`src/rtl/image_pkg.sv`:
```
`default_nettype none
// =============================================================================
// Module      : image_pkg
// Description : Shared image geometry defaults and loader state encoding.
// Revision    : 1.0
// =============================================================================
package image_pkg;

    localparam int c_DATA_WIDTH  = 8;
    localparam int c_ADDR_WIDTH  = 19;
    localparam int c_FRAME_WORDS = 384000;

    localparam logic [1:0] ST_IDLE = 2'd0;
    localparam logic [1:0] ST_LOAD = 2'd1;
    localparam logic [1:0] ST_DONE = 2'd2;

    typedef enum logic [1:0] {
        S_IDLE = ST_IDLE,
        S_LOAD = ST_LOAD,
        S_DONE = ST_DONE
    } loader_state_t;

endpackage
`default_nettype wire

```
`src/rtl/image_ram_loader_if.sv`:
```
`default_nettype none
// =============================================================================
// Module      : image_ram_loader_if
// Description : Byte-stream input, RAM write port and status of the loader.
// Revision    : 1.0
// =============================================================================
interface image_ram_loader_if #(
    parameter int DATA_WIDTH = image_pkg::c_DATA_WIDTH,
    parameter int ADDR_WIDTH = image_pkg::c_ADDR_WIDTH
);
    logic                  start;
    logic                  abort;
    logic [DATA_WIDTH-1:0] s_data;
    logic                  s_valid;
    logic                  s_ready;
    logic                  ram_we;
    logic [ADDR_WIDTH-1:0] ram_addr;
    logic [DATA_WIDTH-1:0] ram_d;
    logic                  busy;
    logic                  done;

    modport master (
        output start, abort, s_data, s_valid,
        input  s_ready, ram_we, ram_addr, ram_d, busy, done
    );

    modport slave (
        input  start, abort, s_data, s_valid,
        output s_ready, ram_we, ram_addr, ram_d, busy, done
    );
endinterface
`default_nettype wire

```
`src/rtl/image_ram_loader_counter.sv`:
```
`default_nettype none
// =============================================================================
// Module      : frame_addr_counter
// Description : Frame word counter with clear, enable and last-word flag.
// Revision    : 1.0
// =============================================================================
module frame_addr_counter #(
    parameter int ADDR_WIDTH  = image_pkg::c_ADDR_WIDTH,
    parameter int FRAME_WORDS = image_pkg::c_FRAME_WORDS
) (
    input  wire logic                  clk,
    input  wire logic                  rst,
    input  wire logic                  i_clr,
    input  wire logic                  i_en,
    output logic      [ADDR_WIDTH-1:0] o_cnt,
    output logic                       o_last
);
    // Compare against the last index so a full 2^ADDR_WIDTH frame never relies on overflow.
    localparam logic [ADDR_WIDTH-1:0] c_LAST = ADDR_WIDTH'(FRAME_WORDS - 1);

    logic [ADDR_WIDTH-1:0] r_cnt;

    always_ff @(posedge clk) begin
        if (rst || i_clr) begin
            r_cnt <= '0;
        end else if (i_en) begin
            r_cnt <= r_cnt + 1'b1;
        end
    end

    assign o_cnt  = r_cnt;
    assign o_last = (r_cnt == c_LAST);
endmodule
`default_nettype wire

```
`src/rtl/image_ram_loader.sv`:
```
`default_nettype none
// =============================================================================
// Module      : image_ram_loader
// Description : Streams one frame of pixel bytes into the image RAM from address 0.
// Revision    : 1.0
// =============================================================================
module image_ram_loader
    import image_pkg::*;
#(
    parameter int DATA_WIDTH  = c_DATA_WIDTH,
    parameter int ADDR_WIDTH  = c_ADDR_WIDTH,
    parameter int FRAME_WORDS = c_FRAME_WORDS
) (
    input  wire logic     clk,
    input  wire logic     rst,
    image_ram_loader_if.slave bus
);
    loader_state_t         r_state;
    loader_state_t         w_next;
    logic                  w_xfer;
    logic                  w_clr;
    logic                  w_last;
    logic [ADDR_WIDTH-1:0] w_wcnt;
    logic                  r_ram_we;
    logic [ADDR_WIDTH-1:0] r_ram_addr;
    logic [DATA_WIDTH-1:0] r_ram_d;
    logic                  r_done;

    // Abort dominates both a pending transfer and a start request.
    assign w_xfer = (r_state == S_LOAD) && bus.s_valid && !bus.abort;
    assign w_clr  = bus.abort || ((r_state == S_IDLE) && bus.start);

    frame_addr_counter #(
        .ADDR_WIDTH  (ADDR_WIDTH),
        .FRAME_WORDS (FRAME_WORDS)
    ) u_cnt (
        .clk    (clk),
        .rst    (rst),
        .i_clr  (w_clr),
        .i_en   (w_xfer),
        .o_cnt  (w_wcnt),
        .o_last (w_last)
    );

    always_ff @(posedge clk) begin
        if (rst) begin
            r_state <= S_IDLE;
        end else begin
            r_state <= w_next;
        end
    end

    always_comb begin
        w_next = r_state;
        unique case (r_state)
            S_IDLE: begin
                if (bus.start && !bus.abort) begin
                    w_next = S_LOAD;
                end
            end
            S_LOAD: begin
                if (bus.abort) begin
                    w_next = S_IDLE;
                end else if (w_xfer && w_last) begin
                    w_next = S_DONE;
                end
            end
            S_DONE:  w_next = S_IDLE;
            default: w_next = S_IDLE;
        endcase
    end

    always_ff @(posedge clk) begin
        if (rst) begin
            r_ram_we   <= 1'b0;
            r_ram_addr <= '0;
            r_ram_d    <= '0;
            r_done     <= 1'b0;
        end else begin
            r_ram_we <= w_xfer;
            r_done   <= (r_state == S_DONE) && !bus.abort;
            if (w_xfer) begin
                r_ram_addr <= w_wcnt;
                r_ram_d    <= bus.s_data;
            end
        end
    end

    assign bus.s_ready  = (r_state == S_LOAD);
    assign bus.busy     = (r_state != S_IDLE);
    assign bus.ram_we   = r_ram_we;
    assign bus.ram_addr = r_ram_addr;
    assign bus.ram_d    = r_ram_d;
    assign bus.done     = r_done;
endmodule
`default_nettype wire

```
`src/flat_wrapper.sv`:
```
// flat-port wrapper written by rule: the top's interface ports become plain ports
module image_ram_loader_flat import image_pkg::*;
#(
    parameter int DATA_WIDTH  = c_DATA_WIDTH,
    parameter int ADDR_WIDTH  = c_ADDR_WIDTH,
    parameter int FRAME_WORDS = c_FRAME_WORDS
)
  (clk, rst, bus_start, bus_abort, bus_s_data, bus_s_valid, bus_s_ready, bus_ram_we, bus_ram_addr, bus_ram_d, bus_busy, bus_done);
  image_ram_loader_if #(.DATA_WIDTH(DATA_WIDTH), .ADDR_WIDTH(ADDR_WIDTH)) bus_i ();
  input  wire logic clk;
  input  wire logic rst;
  input wire logic [$bits(bus_i.start)-1:0] bus_start;
  input wire logic [$bits(bus_i.abort)-1:0] bus_abort;
  input wire logic [$bits(bus_i.s_data)-1:0] bus_s_data;
  input wire logic [$bits(bus_i.s_valid)-1:0] bus_s_valid;
  output wire logic [$bits(bus_i.s_ready)-1:0] bus_s_ready;
  output wire logic [$bits(bus_i.ram_we)-1:0] bus_ram_we;
  output wire logic [$bits(bus_i.ram_addr)-1:0] bus_ram_addr;
  output wire logic [$bits(bus_i.ram_d)-1:0] bus_ram_d;
  output wire logic [$bits(bus_i.busy)-1:0] bus_busy;
  output wire logic [$bits(bus_i.done)-1:0] bus_done;
  assign bus_i.start = bus_start;
  assign bus_i.abort = bus_abort;
  assign bus_i.s_data = bus_s_data;
  assign bus_i.s_valid = bus_s_valid;
  assign bus_s_ready = bus_i.s_ready;
  assign bus_ram_we = bus_i.ram_we;
  assign bus_ram_addr = bus_i.ram_addr;
  assign bus_ram_d = bus_i.ram_d;
  assign bus_busy = bus_i.busy;
  assign bus_done = bus_i.done;
  image_ram_loader #(.DATA_WIDTH(DATA_WIDTH), .ADDR_WIDTH(ADDR_WIDTH), .FRAME_WORDS(FRAME_WORDS)) u_core (.clk(clk), .rst(rst), .bus(bus_i));
endmodule
```
`config.mk`:
```
export PLATFORM = sky130hd
export DESIGN_NAME = image_ram_loader_flat
export DESIGN_NICKNAME = d
export VERILOG_FILES = /design/src/rtl/image_pkg.sv /design/src/rtl/image_ram_loader_if.sv /design/src/rtl/image_ram_loader_counter.sv /design/src/rtl/image_ram_loader.sv /design/src/flat_wrapper.sv
export SDC_FILE = /design/constraint.sdc
export NUM_CORES = 1
export LEC_CHECK = 0
export CAP_MARGIN = 20
export CORE_MARGIN = 2
export CORE_UTILIZATION = 49
export DETAILED_ROUTE_END_ITERATION = 10
export PLACE_DENSITY_LB_ADDON = 0.2
export SYNTH_ARGS = -nofsm -noshare
export SYNTH_HDL_FRONTEND = slang
export SYNTH_SLANG_ARGS = --single-unit
```
`constraint.sdc`:
```
create_clock -name clk -period 2.8 [get_ports clk]
set_clock_uncertainty 0.1 [all_clocks]
set_input_delay 0.42 -clock clk [delete_from_list [all_inputs] [get_ports clk]]
set_output_delay 0.42 -clock clk [all_outputs]
set_load 0.01 [all_outputs]
```
**Word level (Yosys, flattened, before mapping)**

Cells that the tools add are included.
W data, S select, Z words.

- Bits in registers: 50
- Output and inout port bits: 31
- Word-level logic and storage cells: 28

- Add/subtract/negate cells: 1
- Equal/unequal tests: 5
- Mux-type cells: 4
- Reduce and logical (&&, ||, !) cells: 12

Operator list:

| operator | count |
|---|---|
| $add A19 B1 Y19 const B | 1 |
| $eq A19 B19 Y1 const B | 1 |
| $logic_and A1 B1 Y1 | 6 |
| $mux W2 | 3 |
| $pmux W2 S2 | 1 |
| $ne A3 B2 Y1 const B | 1 |
| $eq A2 B1 Y1 const B | 1 |
| $eq A2 B2 Y1 const B | 1 |
| $logic_not A2 Y1 | 1 |
| $logic_or A1 B1 Y1 | 2 |
| $ne A2 B2 Y1 const B | 1 |
| $reduce_and A2 Y1 | 1 |
| $reduce_bool A2 Y1 | 1 |
| $logic_not A1 Y1 | 1 |

**Longest topological paths before layout**

- Depth in word-level cells: 7
- Mapped depth: 6
- Mapped depth without buffers: 5

**By module**

Synthesis repeated with hierarchy kept, for this count alone.

- Cell total of the unflattened synthesis: 238
- Area, all modules: 2285.9 um^2

Modules (own cells, without submodules):

| module | times used | cells an instance | area each (um^2) | sequential area each (um^2) |
|---|---|---|---|---|
| image_ram_loader | 1 | 133 | 1370.1 | 620.6 |
| frame_addr_counter | 1 | 105 | 915.9 | 380.4 |

**Least setup slack after synthesis**

Ideal clock, no wire load.

- Kind: input-to-reg
- Start: input bus_abort
- End: register u_core.r_state[1]
- Setup time: 87 ps
- Arrival time: 2024 ps
- Setup slack: 588 ps
- Cell stages on the path: 5
- Buffers on the path: 1
- Cell sequence: nand4bb_1 -> or4_1 -> buf_2 -> or4_4 -> nor4b_2

- Word-level cells in the longest chain between the ends: 5

RTL lines:

| item | RTL line | RTL |
|---|---|---|
| start, declared | flat_wrapper.sv:13 | `input wire logic [$bits(bus_i.abort)-1:0] bus_abort;` |
| $logic_not A1 Y1 | image_ram_loader.sv:30, image_ram_loader.sv:57 |  |
| $logic_and A1 B1 Y1 | image_ram_loader.sv:30 | `assign w_xfer = (r_state == S_LOAD) && bus.s_valid && !bus.abort;` |
| $logic_and A1 B1 Y1 | image_ram_loader.sv:64 | `end else if (w_xfer && w_last) begin` |
| $ne A3 B2 Y1 (no line) | -- |  |
| $reduce_and A2 Y1 (no line) | -- |  |
| end signal, assigned | image_ram_loader.sv:49 | `r_state <= w_next;` |
| end, declared | image_ram_loader.sv:18 | `loader_state_t r_state;` |

Parallel ways exist; a longest one is shown, timed or not.
A chain may end at the register's enable or synchronous reset.

**Worst setup path after layout**

- Start: input bus_abort
- End: register u_core.u_cnt.r_cnt[16] (netlist: u_core.u_cnt.o_cnt[16])

- Word-level cells in the longest chain between the ends: 2

RTL lines:

| item | RTL line | RTL |
|---|---|---|
| $logic_not A1 Y1 or $logic_or A1 B1 Y1 (tied branches) | image_ram_loader.sv:30, image_ram_loader.sv:31 |  |
| $logic_and A1 B1 Y1 or $logic_or A1 B1 Y1 (tied branches) | image_ram_loader.sv:30, image_ram_loader_counter.sv:24 |  |
| end signal, assigned | image_ram_loader_counter.sv:27 | `r_cnt <= r_cnt + 1'b1;` |
| end, declared | image_ram_loader_counter.sv:21 | `logic [ADDR_WIDTH-1:0] r_cnt;` |

Parallel ways exist; a longest one is shown, timed or not.

==> out/qor.tcl <==
set qor(worstSkewPairLatency_ps) 310
set qor(synth-edff-count) 0
set qor(cts_hold_repair.buffers) 0
set qor(path_depth) 6
set qor(setup_crit_start) {bus_abort}
set qor(hold_path_depth) 2
set qor(drtPass1Iterations) 4
set qor(fraction_of_the_core_area_covered_by_cells_at_the_end_of_the_flow_pct) 68.22
set qor(min_period_ps) 2339
set qor(die_width_um) 66.91
set qor(ys_seq_area_share_pct) 51.61
set qor(rr_endpoint) {u_core.u_cnt.o_cnt[16]$_SDFFE_PP0P_}
set qor(die_area_um2) 4477
set qor(cts_tree) {done}
set qor(net_count_after_synthesis) 247
set qor(drc_errors) 0
set qor(hpwl_um) 2708
set qor(net-switching-power_mw) 0.2533
set qor(pwr-share-seq_pct) 55.8
set qor(grt_overflow) 0
set qor(cts_made_buffers) 5
set qor(final_layout_size_suffix_gt1_share_pct) 7.246
set qor(yosys_warnings) 0
set qor(mostFrequentLayoutCell) {nand2_1}
set qor(largest_net_degree_at_the_start_of_global_routing) 31
set qor(cp_slowest_stage_delay_ps) 570
set qor(multi_input_area_um2) 878.3
set qor(synthesis.instances) 233
set qor(critical-path-top-delay-family) {simple AND/OR/NAND/NOR gates}
set qor(globalplace.congestion) 0.8086
set qor(power_density_over_the_cells_nw_per_um2) 501.3
set qor(timing.final.crit_share_pct) 83.55
set qor(core_um2) 3744
set qor(clock_power_share_pct) 39.9
set qor(ys_async_sr_fraction_pct) 0
set qor(p_leak_nw) 0.7967
set qor(critPathMaxFanout) 9
set qor(total_grt_usage_pct) 19.94
set qor(detailedRoute.firstIterationViolations) 99
set qor(total_negative_setup_slack_ps) 0
set qor(class_of_the_most_critical_setup_path) {in -> reg}
set qor(layout-area-overhead-vs-synth_pct) 31.68
set qor(worst_r2r_startpoint) {u_core.u_cnt.o_cnt[0]$_SDFFE_PP0P_}
set qor(crit_path_frequent_cell) {or4_1}
set qor(total_of_endpoints_with_negative_setup_slack_in_the_final_report) 0
set qor(timing.critical_path.to_type) {flip-flop}
set qor(syn_area_um2) 1939
set qor(critPathSlowestCell) {or4_1}
set qor(n_antenna_cell) 0
set qor(yosys_register_bits) 50
set qor(hold_ws_ps) 358.0
set qor(ctsResizeCount) 0
set qor(fillers) 320
set qor(vias) 1702
set qor(post_cts_buffers) 0
set qor(via_per_inst) 5.253
set qor(clk_pin_slew_worst_paths_ps) 90
set qor(crit_arrival_ps) 2470
set qor(final-hold-violation-count) 0
set qor(timing.critical_path.from_type) {input port}
set qor(maxCapViolCount) 0
set qor(power.share.switching_pct) 19.79
set qor(fp-row-count) 22
set qor(reg2reg_depth) 6
set qor(route.final.wire_length_um) 3953
set qor(critical_path.cell_chain) {clkdlybuf4s50_1, nand4bb_1, or4_1, buf_4, or4_1, a21oi_1}
set qor(avgSynthCellArea_um2) 8.323
set qor(wl_per_cell_um) 12.20
set qor(final_nets) 290
set qor(outcome) {completed}
set qor(power_internal_mw) 1.027
set qor(cts_max_path_buffers) 2
set qor(p_comb_share_pct) 4.3
set qor(io_buffer_count) 43
set qor(worst_slew_margin_rel_pct) 48.94
set qor(setup.worst_path.end) {u_core.u_cnt.o_cnt[16]$_SDFFE_PP0P_}
set qor(clock_tree_root_buffer_cell) {clkbuf_8}
set qor(rsz0062_at_grt) {no}
set qor(cts.sink_count) 50
set qor(synth.lib_cells_used.distinct) 29
set qor(worst_pin_slew_ps) 765.9
set qor(rrSetupSlack_ps) 560
set qor(final_max_slew_viol_count) 0
set qor(cts_htree_levels) 2
set qor(worst_hold_path_type) {reg -> reg}
set qor(final_cell_mix) {nand2_1 (62), dfxtp_1 (50), clkdlybuf4s50_1 (43)}
set qor(area.sequential_um2) 1001
set qor(io_pins) 44
set qor(route.antenna.remaining_nets) 0
set qor(prevailing_post_synth_register_cell) {dfxtp_1}
set qor(grt_pass1_wl_um) 6762
set qor(irDropWorstVdd_mv) 0.3766
set qor(worstPathBufferInverterCount) 2
set qor(grt_pass1_vias) 1553
set qor(initial_core_util_pct) 51.80
set qor(crit_required_ps) 2930
set qor(number_of_antenna_violations_at_the_first_check_in_global_routing) 0
set qor(chipHeight_um) 66.91
set qor(max_freq_mhz) 427.5
Yosys cell counts (all sizes together) (2+ instances only):
cell	count	area [µm²]
o31ai	5	37.54
or3	4	25.02
nand2	62	232.7
nor2	12	45.04
o21ai	4	20.02
inv	5	18.77
nor3	4	20.02
buf	3	15.01
or4	8	63.81
dfxtp	50	1001
nand3	3	15.01
xnor2	7	61.31
nand4	5	37.53
nor4b	2	23.77
clkbuf	11	41.29
xor2	2	17.52
a21oi	37	185.2
power by group through the flow:
stage          Sequential [mW]  Combinational (mW)  Clock, mW
2_1_floorplan            0.732              0.0209          0
3_3_place_gp             0.731              0.0545          0
3_5_place_dp             0.731              0.0548          0
4_1_cts                  0.715              0.0551      0.520
5_1_grt                  0.715              0.0597      0.547
6_report                 0.715              0.0544      0.511
metrics by stage:
step	worst slack [ps]	area [µm²]	power (mW)	cells
after global placement	155.9	2441	0.7859	317
after detailed placement	127.6	2441	0.7862	317
after floorplan	588.4	1939	0.7528	233
final	460.7	2554	1.280	324
after CTS	457.8	2554	1.289	324
after global routing	332.1	2554	1.322	324
layout make-up:
class	instances	share of cell area, %
Sequential cell	50	39.20
Multi-Input combinational cell	164	34.39
Timing Repair Buffer	50	18.91
Clock buffer	6	3.234
Tap cell	48	2.352
Clock inverter	1	1.176
Inverter	5	0.7349
registers in the layout (all words and copies together), names as in the netlist:
name,count
u_core.u_cnt.o_cnt,19
u_core.bus.ram_we,1
u_core.bus.ram_d,8
u_core.bus.ram_addr,19
u_core.r_state,2
u_core.bus.done,1
layer usage:
metal | share of wire [%] | vias up | routed length [µm] | track usage (%)
met2 | 47 | 33 | 1850 | 33.38
met1 | 47 | 785 | 1853 | 24.45
li1 | - | 877 | - | -
met3 | 4.8 | 7 | 190 | 5.068
met5 | 0 | - | 0 | 0
met4 | 1.5 | 0 | 58 | 7.653
logic make-up (layout without fill, tap and decap cells):
logic type / count (synthesis) / count (layout) / share of synthesized area, %
compound gates: 47 / 47 / 13.03
xor+xnor: 9 / 9 / 4.065
fa+ha+maj: 1 / 1 / 0.6451
buf+inv: 19 / 62 / 3.871
flops: 50 / 50 / 51.61
simple gates: 107 / 107 / 26.77
worst min-delay path by stage:
stage	from	to	slack, ps
final	u_core.bus.ram_addr[5]$_SDFFE_PP0P_	u_core.bus.ram_addr[5]$_SDFFE_PP0P_	360
after CTS	u_core.bus.ram_addr[5]$_SDFFE_PP0P_	u_core.bus.ram_addr[5]$_SDFFE_PP0P_	360
after global routing	u_core.bus.ram_addr[15]$_SDFFE_PP0P_	u_core.bus.ram_addr[15]$_SDFFE_PP0P_	380
after floorplan	u_core.r_state[0]$_SDFFE_PP0P_	u_core.bus.done$_SDFF_PP0_	340
after global placement	u_core.bus.ram_addr[17]$_SDFFE_PP0P_	u_core.bus.ram_addr[17]$_SDFFE_PP0P_	340
after detailed placement	u_core.bus.ram_addr[5]$_SDFFE_PP0P_	u_core.bus.ram_addr[5]$_SDFFE_PP0P_	350
worst min-delay path, stage by stage (launching register included):
cell     delay [ps]
dfxtp_1         320
nand2_1          50
a21oi_1          50
Note: power is estimated with default switching activity, not from simulation.
